## config.mk

```make
export PLATFORM = sky130hd
export DESIGN_NAME = game_screen_ctrl
export DESIGN_NICKNAME = d
export VERILOG_FILES = /design/src/rtl/game_pkg.sv /design/src/rtl/game_screen_ctrl_btn_debounce.sv /design/src/rtl/game_screen_ctrl.sv
export SDC_FILE = /design/constraint.sdc
export NUM_CORES = 1
export LEC_CHECK = 0
export CAP_MARGIN = 25
export CORE_ASPECT_RATIO = 1.25
export CORE_MARGIN = 5
export CORE_UTILIZATION = 30
export CTS_CLUSTER_DIAMETER = 80
export DETAILED_ROUTE_END_ITERATION = 10
export PLACE_DENSITY = 0.61
export REMOVE_ABC_BUFFERS = 1
export SLEW_MARGIN = 10
export SYNTH_ARGS = -nofsm -noshare
export SYNTH_HDL_FRONTEND = slang
export SYNTH_SLANG_ARGS = --single-unit
```

## constraint.sdc

```tcl
create_clock -name clk -period 2.6 [get_ports clk]
set_clock_uncertainty 0.05 [all_clocks]
set_input_delay 0.52 -clock clk [delete_from_list [all_inputs] [get_ports clk]]
set_output_delay 0.52 -clock clk [all_outputs]
set_load 0.03 [all_outputs]
```

## src/rtl/game_pkg.sv

```systemverilog
// Shared screen ids, OLED geometry, FSM state type and saturating-counter helpers
// for the press/hold tutorial screens.
package game_pkg;

    localparam logic [2:0] SCR_TITLE = 3'd0;
    localparam logic [2:0] SCR_FAIL  = 3'd4;
    localparam logic [2:0] SCR_PRESS = 3'd5;
    localparam logic [2:0] SCR_HOLD  = 3'd6;
    localparam logic [2:0] SCR_DONE  = 3'd7;

    localparam int unsigned OLED_W      = 96;
    localparam int unsigned OLED_H      = 64;
    localparam int unsigned OLED_PIXELS = 6144;

    typedef enum logic [2:0] {
        StTitle,
        StPress,
        StHold,
        StFail,
        StDone
    } game_state_e;

    function automatic logic [2:0] state_screen(input game_state_e s);
        logic [2:0] scr;
        unique case (s)
            StTitle: scr = SCR_TITLE;
            StPress: scr = SCR_PRESS;
            StHold:  scr = SCR_HOLD;
            StFail:  scr = SCR_FAIL;
            StDone:  scr = SCR_DONE;
            default: scr = SCR_TITLE;
        endcase
        return scr;
    endfunction

    function automatic logic [15:0] sat_inc(input logic [15:0] v);
        return (v == 16'hFFFF) ? v : v + 16'd1;
    endfunction

    // True when the increment about to happen brings v up to lim.
    function automatic logic reach(input logic [15:0] v, input logic [15:0] lim);
        return ({1'b0, v} + 17'd1) >= {1'b0, lim};
    endfunction

endpackage

```

## src/rtl/game_screen_ctrl_btn_debounce.sv

```systemverilog
// btn_debounce: 2-flop synchroniser, tick-sampled debouncer and single-cycle
// press/release pulses aligned with the first cycle of the new level.
module btn_debounce
    import game_pkg::*;
#(
    parameter int unsigned DEB_TICKS = 20
) (
    input  logic clk,
    input  logic rst_n,
    input  logic tick_1k,
    input  logic btn_raw,
    output logic btn_lvl,
    output logic press_ev,
    output logic rel_ev
);

    localparam logic [15:0] DebLim = 16'(DEB_TICKS);

    logic [1:0]  sync_q;
    logic        lvl_q, lvl_d;
    logic        press_q, press_d;
    logic        rel_q, rel_d;
    logic [15:0] cnt_q, cnt_d;
    logic        btn_sync;

    assign btn_sync = sync_q[1];

    always_comb begin
        cnt_d   = cnt_q;
        lvl_d   = lvl_q;
        press_d = 1'b0;
        rel_d   = 1'b0;
        if (tick_1k) begin
            if (btn_sync != lvl_q) begin
                if (reach(cnt_q, DebLim)) begin
                    lvl_d   = btn_sync;
                    cnt_d   = 16'd0;
                    press_d = btn_sync;
                    rel_d   = ~btn_sync;
                end else begin
                    cnt_d = sat_inc(cnt_q);
                end
            end else begin
                // Any agreeing tick restarts the stability window.
                cnt_d = 16'd0;
            end
        end
    end

    always_ff @(posedge clk or negedge rst_n) begin
        if (!rst_n) begin
            sync_q  <= 2'b00;
            lvl_q   <= 1'b0;
            press_q <= 1'b0;
            rel_q   <= 1'b0;
            cnt_q   <= 16'd0;
        end else begin
            sync_q  <= {sync_q[0], btn_raw};
            lvl_q   <= lvl_d;
            press_q <= press_d;
            rel_q   <= rel_d;
            cnt_q   <= cnt_d;
        end
    end

    assign btn_lvl  = lvl_q;
    assign press_ev = press_q;
    assign rel_ev   = rel_q;

endmodule

```

## src/rtl/game_screen_ctrl.sv

```systemverilog
// Press/hold tutorial screen sequencer for the 96x64 OLED: button FSM, frame-aligned
// screen select and pixel (x, y) decode. Optional macro: SCREEN_TIMEOUT_EN.
module game_screen_ctrl
    import game_pkg::*;
#(
    parameter int unsigned DEB_TICKS     = 20,
    parameter int unsigned HOLD_TICKS    = 1000,
    parameter int unsigned SHOW_TICKS    = 1500,
    parameter int unsigned TIMEOUT_TICKS = 10000
) (
    input  logic                        clk,
    input  logic                        rst_n,
    input  logic                        tick_1k,
    input  logic                        btn_c,
    input  logic [12:0]                 pixel_index,
    input  logic [15:0]                 pix_in,
    output logic [6:0]                  x,
    output logic [$clog2(OLED_H)-1:0]   y,
    output logic [2:0]                  screen_sel,
    output logic [15:0]                 oled_data,
    output logic                        done_pulse
);

    if (DEB_TICKS < 1 || DEB_TICKS > 65535 || HOLD_TICKS < 1 || HOLD_TICKS > 65535 ||
        SHOW_TICKS < 1 || SHOW_TICKS > 65535 || TIMEOUT_TICKS < 1 ||
        TIMEOUT_TICKS > 65535) begin : g_param_check
        $error("game_screen_ctrl: tick parameters must lie in 1..65535");
    end

    localparam logic [15:0] HoldLim = 16'(HOLD_TICKS);
    localparam logic [15:0] ShowLim = 16'(SHOW_TICKS);

    logic btn_lvl, press_ev, rel_ev;

    btn_debounce #(
        .DEB_TICKS (DEB_TICKS)
    ) u_deb (
        .clk      (clk),
        .rst_n    (rst_n),
        .tick_1k  (tick_1k),
        .btn_raw  (btn_c),
        .btn_lvl  (btn_lvl),
        .press_ev (press_ev),
        .rel_ev   (rel_ev)
    );

    game_state_e state_q, state_d;
    logic [15:0] cnt_q, cnt_d;
    logic        armed_q, armed_d;
    logic        timeout_hit;

`ifdef SCREEN_TIMEOUT_EN
    localparam logic [15:0] TimeoutLim = 16'(TIMEOUT_TICKS);
    logic [15:0] inact_q, inact_d;
    assign timeout_hit = tick_1k && reach(inact_q, TimeoutLim);
`else
    assign timeout_hit = 1'b0;
`endif

    always_comb begin
        state_d = state_q;
        cnt_d   = cnt_q;
        armed_d = armed_q;
`ifdef SCREEN_TIMEOUT_EN
        inact_d = inact_q;
        if (press_ev || rel_ev) begin
            inact_d = 16'd0;
        end else if (tick_1k) begin
            inact_d = sat_inc(inact_q);
        end
`endif
        unique case (state_q)
            StTitle: begin
                if (press_ev) state_d = StPress;
            end
            StPress: begin
                // Counter stops at HOLD_TICKS; a release after that is ignored.
                if (press_ev) begin
                    cnt_d = 16'd0;
                end else if (tick_1k && btn_lvl && (cnt_q < HoldLim)) begin
                    cnt_d = cnt_q + 16'd1;
                end
                if (timeout_hit) begin
                    state_d = StTitle;
                end else if (rel_ev && (cnt_q < HoldLim)) begin
                    state_d = StHold;
                end
            end
            StHold: begin
                // armed_q marks a press that began on this screen.
                if (press_ev) begin
                    cnt_d   = 16'd0;
                    armed_d = 1'b1;
                end else if (tick_1k && btn_lvl && armed_q) begin
                    if (reach(cnt_q, HoldLim)) begin
                        state_d = StDone;
                    end else begin
                        cnt_d = sat_inc(cnt_q);
                    end
                end
                if (state_d != StDone) begin
                    if (timeout_hit) begin
                        state_d = StTitle;
                    end else if (rel_ev && armed_q) begin
                        state_d = StFail;
                    end
                end
            end
            StFail, StDone: begin
                if (tick_1k) begin
                    if (reach(cnt_q, ShowLim)) begin
                        state_d = (state_q == StFail) ? StHold : StTitle;
                    end else begin
                        cnt_d = sat_inc(cnt_q);
                    end
                end
            end
            default: state_d = StTitle;
        endcase
        if (state_d != state_q) begin
            cnt_d   = 16'd0;
            armed_d = 1'b0;
`ifdef SCREEN_TIMEOUT_EN
            inact_d = 16'd0;
`endif
        end
    end

    // x = p mod 96, y = p / 96 via (p >> 5) * 171 >> 9, exact for p < 6144.
    logic [15:0]               p_hi, y_mul;
    logic [$clog2(OLED_H)-1:0] y_dec;
    logic [6:0]                x_dec;
    logic                      in_range;

    assign p_hi     = {8'd0, pixel_index[12:5]};
    assign y_mul    = (p_hi << 7) + (p_hi << 5) + (p_hi << 3) + (p_hi << 1) + p_hi;
    assign y_dec    = 6'(y_mul >> 9);
    assign x_dec    = 7'(pixel_index - {1'b0, y_dec, 6'b0} - {2'b0, y_dec, 5'b0});
    assign in_range = pixel_index < 13'(OLED_PIXELS);

    logic [6:0]  x_q;
    logic [5:0]  y_q;
    logic [2:0]  scr_q;
    logic [15:0] oled_q;
    logic        done_q;

    always_ff @(posedge clk or negedge rst_n) begin
        if (!rst_n) begin
            state_q <= StTitle;
            cnt_q   <= 16'd0;
            armed_q <= 1'b0;
            x_q     <= 7'd0;
            y_q     <= 6'd0;
            scr_q   <= SCR_TITLE;
            oled_q  <= 16'h0000;
            done_q  <= 1'b0;
        end else begin
            state_q <= state_d;
            cnt_q   <= cnt_d;
            armed_q <= armed_d;
            x_q     <= in_range ? x_dec : 7'd0;
            y_q     <= in_range ? y_dec : 6'd0;
            oled_q  <= pix_in;
            done_q  <= (state_d == StDone) && (state_q != StDone);
            if (pixel_index == 13'd0) scr_q <= state_screen(state_q);
        end
    end

`ifdef SCREEN_TIMEOUT_EN
    always_ff @(posedge clk or negedge rst_n) begin
        if (!rst_n) inact_q <= 16'd0;
        else        inact_q <= inact_d;
    end
`endif

    assign x          = x_q;
    assign y          = y_q;
    assign screen_sel = scr_q;
    assign oled_data  = oled_q;
    assign done_pulse = done_q;

endmodule

```

Word-level counts from Yosys, hierarchy flattened
Cells that the tools add are included.
Widths: inputs -> output; s select.
{"block": "totals", "elab_cells": 99, "memories": 0, "latch_bits": 0, "reg_bits": 74, "output_inout_bits": 33, "mem_bits_rw": 0, "romBits": 0}
{"block": "classes", "n_addsub": 10, "n_mul": 0, "reduce_logical": 16, "n_mux": 37, "magnitude_cmp": 5, "shifts": 0, "bitwise_logic": 1, "n_eq_ne": 17, "n_div": 0}
{"op": "$mux 16", "n": 12}
{"op": "$pmux 16 s3", "n": 1}
{"op": "$add 16x1->17 const B", "n": 2}
{"op": "$add 16x1->16 const B", "n": 2}
{"op": "$eq 16x16->1 const B", "n": 2}
{"op": "$mux 3", "n": 10}
{"op": "$pmux 3 s4", "n": 2}
{"op": "$ge 17x10->1 const B", "n": 1}
{"op": "$ge 17x11->1 const B", "n": 1}
{"op": "$ge 17x5->1 const B", "n": 1}
{"op": "$lt 16x10->1 const B", "n": 1}
{"op": "$add 15x11->15", "n": 1}
{"op": "$add 15x13->15", "n": 1}
{"op": "$add 15x8->15", "n": 1}
{"op": "$add 15x9->15", "n": 1}
{"op": "$ne 3x3->1 const B", "n": 5}
{"op": "$sub 7x7->7", "n": 2}
{"op": "$logic_not 13->1", "n": 1}
{"op": "$lt 13x13->1 const B", "n": 1}
{"op": "$ne 4x3->1 const B", "n": 3}
{"op": "$mux 1", "n": 9}
{"op": "$mux 7", "n": 1}
{"op": "$eq 3x2->1 const B", "n": 2}
{"op": "$eq 3x3->1 const B", "n": 2}
{"op": "other kinds (14)", "n": 21}

Logic depth before layout (Yosys ltp)
{"block": "depth", "depth_word": 12, "depth_mapped": 15, "ltp_nobuf": 15}

Cells and area by module
From an unflattened synthesis, not the netlist that was laid out.
{"block": "unflattened", "cells_unflattened": 455, "area_unflattened_um2": 4498.1}
{"mod": "game_screen_ctrl", "seq_area_each_um2": 1326.3, "area_per_inst_um2": 3470.8, "n_inst": 1, "cells_per_inst": 361}
{"mod": "btn_debounce", "seq_area_each_um2": 525.5, "area_per_inst_um2": 1027.2, "n_inst": 1, "cells_per_inst": 94}

Worst setup path after synthesis
OpenSTA, ideal clock, no wires.
{"block": "synth_path", "path_type": "input-to-reg", "start": "input port pixel_index[5]", "end": "register x_q[6], in the netlist x[6]", "required_time_ns": 2.420, "path_buffers": 0, "arrival_time_ns": 3.457, "setup_slack_ns": -1.037, "setup_time_ns": 0.130, "cell_stages": 15, "cell_sequence": "fa_1 -> fa_1 -> ha_1 -> ha_1 -> nand2_1 -> o21bai_1 -> a21oi_1 -> o21bai_1 -> a21oi_1 -> xnor2_1 -> ha_1 -> xnor2_1 -> xnor2_1 -> xnor2_1 -> nor2_1"}
{"block": "synth_via", "elab_chain_cells": 7}
{"item": "start, declared", "line": "game_screen_ctrl.sv:15", "text": "input logic [12:0] pixel_index,"}
{"item": "$add 15x13->15", "line": "game_screen_ctrl.sv:136", "text": "assign y_mul = (p_hi << 7) + (p_hi << 5) + (p_hi << 3) + (p_hi << 1) + p_hi;"}
{"item": "$add 15x11->15", "line": "game_screen_ctrl.sv:136"}
{"item": "$add 15x9->15", "line": "game_screen_ctrl.sv:136"}
{"item": "$add 15x8->15", "line": "game_screen_ctrl.sv:136"}
{"item": "$sub 7x7->7 (2 in series)", "line": "game_screen_ctrl.sv:138", "text": "assign x_dec = 7'(pixel_index - {1'b0, y_dec, 6'b0} - {2'b0, y_dec, 5'b0});"}
{"item": "$mux 7 *", "line": "game_screen_ctrl.sv:161", "text": "x_q <= in_range ? x_dec : 7'd0;"}
{"item": "end signal, assigned", "line": "game_screen_ctrl.sv:161"}
{"item": "end, declared", "line": "game_screen_ctrl.sv:141", "text": "logic [6:0] x_q;"}
Every way passes the cells marked *; elsewhere a longest branch is shown, timed or not.
A chain may end at the register's enable or synchronous reset.

Final worst setup path
{"block": "layout_path", "start": "input port pixel_index[9]", "end": "register x_q[6], in the netlist x[6]"}
The elaborated chain is that of the path after synthesis.

==> run_results.csv <==
group,metric,value,unit
die,dieArea,0.0178,mm2
logic_synthesis,synth_top_flop_cell,"dfrtp_1",
pwr,power_frac_comb,40.9,%
clock_tree,clk_path_buf_depth,2,
clock_tree,cts_buffers,9,
logic_synthesis,syn_area,0.00456,mm2
drt,wl_per_cell,16.4,um
grt,grt_use_total,14.7,%
drt,drc,0,
setup_path,cp.required,2760,ps
status,outcome,"finished with violations",
setup_path,crit_fanout,2,
pwr,p_clk_share,30.9,%
die,start_util,30.5,%
grt,grt_overflow_total,0,
timing,fmax,0.282,GHz
status,violations,"setup timing",
clock_tree,clock-sinks,74,
setup_path,r2r_start,"cnt_q[1]",
drt,wl,13500,um
logic_synthesis,avgSynthCellArea,9.86,um2
placement,post_dp_cell_area,0.00606,mm2
flow_run,max_cap_violations,0,
setup_path,crit_type,"input port to flop",
timing,slew-limit-headroom,66.3,%
logic_synthesis,synthCells,463,
finish,final_nets,717,
logic_synthesis,yosysSeqAreaShare,40.6,%
logic_synthesis,ys_top_cells_by_area,"dfrtp_1, ha_1, fa_1, nor2_1, xnor2_1",
logic_synthesis,yosys_warnings,0,
grt,antenna_found_initial,0,
clock_tree,cts_tree,"built",
pwr,power_density,658,mW/mm2
logic_synthesis,yosysMostFrequentCell,"dfrtp_1",
setup_path,r2r_cells,12,
finish,syn_to_final_growth,58.5,%
drt,routed_via_density,5.15,
drt,dr.pass1.iters,4,
die,rows,50,
finish,final_area,0.00723,mm2
hold_path,hold_path_class,"input port to asynchronous set/reset pin",
logic_synthesis,async_flop_share,100,%
grt,grt_pass1_vias,4376,
placement,port_buffers,65,
timing,tightest_slew,506,ps
die,die_h,148,um
timing,setup_slack,-942,ps
die,die_x,120,um
pwr,ir_drop,0.599,mV
clock_tree,clk_pin_slew,70,ps
drt,drt_iter0_drc,245,
logic_synthesis,yosysTopAreaCellShare,40.6,%
timing,min_period,3540,ps
setup_path,end_kind,"flop",
logic_synthesis,ys_types,66,
finish,final_layout_size_suffix_gt1_share,36.3,%
pwr,p_int,3.20,mW
placement,dp_hpwl,8960,um
setup_path,cp-startpoint,"pixel_index[9]",
logic_synthesis,yosysTopAreaCell,"dfrtp_1",
timing,timing.final.crit_share,136,%
die,num_io_pins,66,
timing,tns,-10220,ps
setup_path,endpoint,"x[6]",
setup_path,crit_path_start_kind,"input port",
clock_tree,htreeDepth,3,
placement,finalWeightedCongestion,0.886,
timing,slew_violations,0,
pwr,p_sw_share,32.7,%
grt,grt_pass1_wl,21100,um
logic_synthesis,ys_seq_elements,74,
timing,hold_viol,0,
clock_tree,root_buffer,"clkbuf_16",
pwr,pwr-share-seq,28.1,%
logic_synthesis,synth_common_cells,"dfrtp_1, nor2_1, ha_1, nand2_1, a21oi_1",
finish,antenna_cells,0,
setup_path,r2r-end,"cnt_q[3]",
drt,vias,4230,
setup_path,cp.arrival,3700,ps
clock_tree,clkLatencyLatePin,340,ps
drt,ant_nets,0,
pwr,p_sw,1.55,mW
setup_path,r2r_setup_slack,-330,ps
timing,rsz0062_at_grt,"true",
logic_synthesis,synth_edf_count,0,
timing,setup_viol,28,
grt,grt_max_degree,40,
die,core_area,0.0150,mm2
pwr,leakage,3.12,nW
critical path, stage by stage:
cell and delay [ps]:
buf_6 100, fa_2 600, fa_1 420, ha_1 290
ha_1 280, nand2_1 50, o21bai_1 170, a21oi_2 90
o21bai_1 200, a21oi_2 120, xnor2_2 230, ha_4 180
xnor2_2 110, xnor2_1 150, xnor2_1 140, nor2_1 50
cell families after synthesis:
group / after synthesis / share of synthesized area, %
DFF: 74 / 40.6
buffers and inverters: 32 / 2.99
and+or+nand+nor: 186 / 21.8
AOI/OAI and AO/OA: 93 / 13.5
adders and majority gates: 49 / 15.2
muxes: 10 / 2.30
xor gates and xnor gates: 19 / 3.65
metal layers:
metal	GRT usage, %	wire length, um	vias up
met5	0	0	-
met3	3.21	455	28
li1	-	-	1998
met2	25.9	7290	88
met1	17.3	5410	2116
met4	5.84	359	0
worst min path at each step:
stage / startpoint / endpoint / depth (start not counted)
finish: rst_n / cnt_q[9] / 1
global route: rst_n / cnt_q[6] / 1
CTS: rst_n / cnt_q[6] / 1
detailed placement: u_deb.sync_q[0] / u_deb.sync_q[1] / 0
global placement: u_deb.sync_q[0] / u_deb.sync_q[1] / 0
floorplan: rst_n / armed_q / 0
through the flow:
| step | hold WS, ps | utilization (%) | setup slack [ps] | cells | total power, mW |
|---|---|---|---|---|---|
| 2_1_floorplan | 174 | - | -1030 | 445 | 2.14 |
| 3_3_place_gp | 295 | 40.5 | -1660 | 782 | 2.75 |
| 3_5_place_dp | 300 | 40.5 | -1740 | 782 | 2.80 |
| 4_1_cts | 122 | 45.0 | -840 | 809 | 4.48 |
| 5_1_grt | 138 | 48.4 | -1080 | 822 | 5.01 |
| 6_report | 95.8 | 48.4 | -942 | 822 | 4.76 |
layout make-up:
| class | instances | area [um2] |
|---|---|---|
| Timing Repair Buffer | 178 | 1600 |
| Fill cell | 1309 | 7720 |
| Clock buffer | 9 | 225 |
| Multi-Input combinational cell | 358 | 3150 |
| Tap cell | 182 | 228 |
| Sequential cell | 74 | 1850 |
| Inverter | 14 | 52.6 |
| Clock inverter | 7 | 124 |
power groups by stage:
stage | logic (mW) | clock network, mW | registers [mW]
after detailed placement | 1.46 | 0 | 1.34
after global placement | 1.42 | 0 | 1.34
after global routing | 2.10 | 1.56 | 1.35
after CTS | 1.65 | 1.50 | 1.32
final | 1.95 | 1.47 | 1.34
after floorplan | 0.615 | 0 | 1.52
cells in the final DEF, fill, tap and decap left out, drive strengths merged, types with 4 or more instances in the layout:
master         Yosys  final
buf                8    118
nand2             30     31
nand4              8      8
nor2              51     51
o31ai              4      4
fa                11     11
and3              10     10
mux2               4      4
a211oi             5      5
xor2               4      4
o21ai             24     24
and2               7      7
inv               14     17
mux2i              6      6
nor3              10     10
clkbuf            10      9
o21bai             5      5
a21o               5      5
a21oi             25     25
o22ai              4      4
nand3             22     22
dfrtp             74     74
or4                5      5
nor4               6      6
xnor2             15     15
nor2b             15     15
clkdlybuf4s50      0     57
ha                38     38
nand2b             6      6
registers in the layout, summed over array words and instances, names as in the netlist:
register / count
done_pulse: 1
u_deb.cnt_q: 16
state_q: 3
armed_q: 1
x: 7
u_deb.rel_ev: 1
u_deb.sync_q: 2
screen_sel: 3
oled_data: 16
u_deb.press_ev: 1
y: 6
u_deb.btn_lvl: 1
cnt_q: 16
repair_timing:
action | CTS | global route
pin swaps | 36 | 39
gates cloned | 3 | 0
endpoints found under the setup margin | 30 | 34
hold buffers | 0 | 0
gates resized for setup | 71 | 86
setup buffers | 8 | 16
hold endpoints to repair | 0 | 0
No activity file was read; power rests on OpenSTA's default activity.
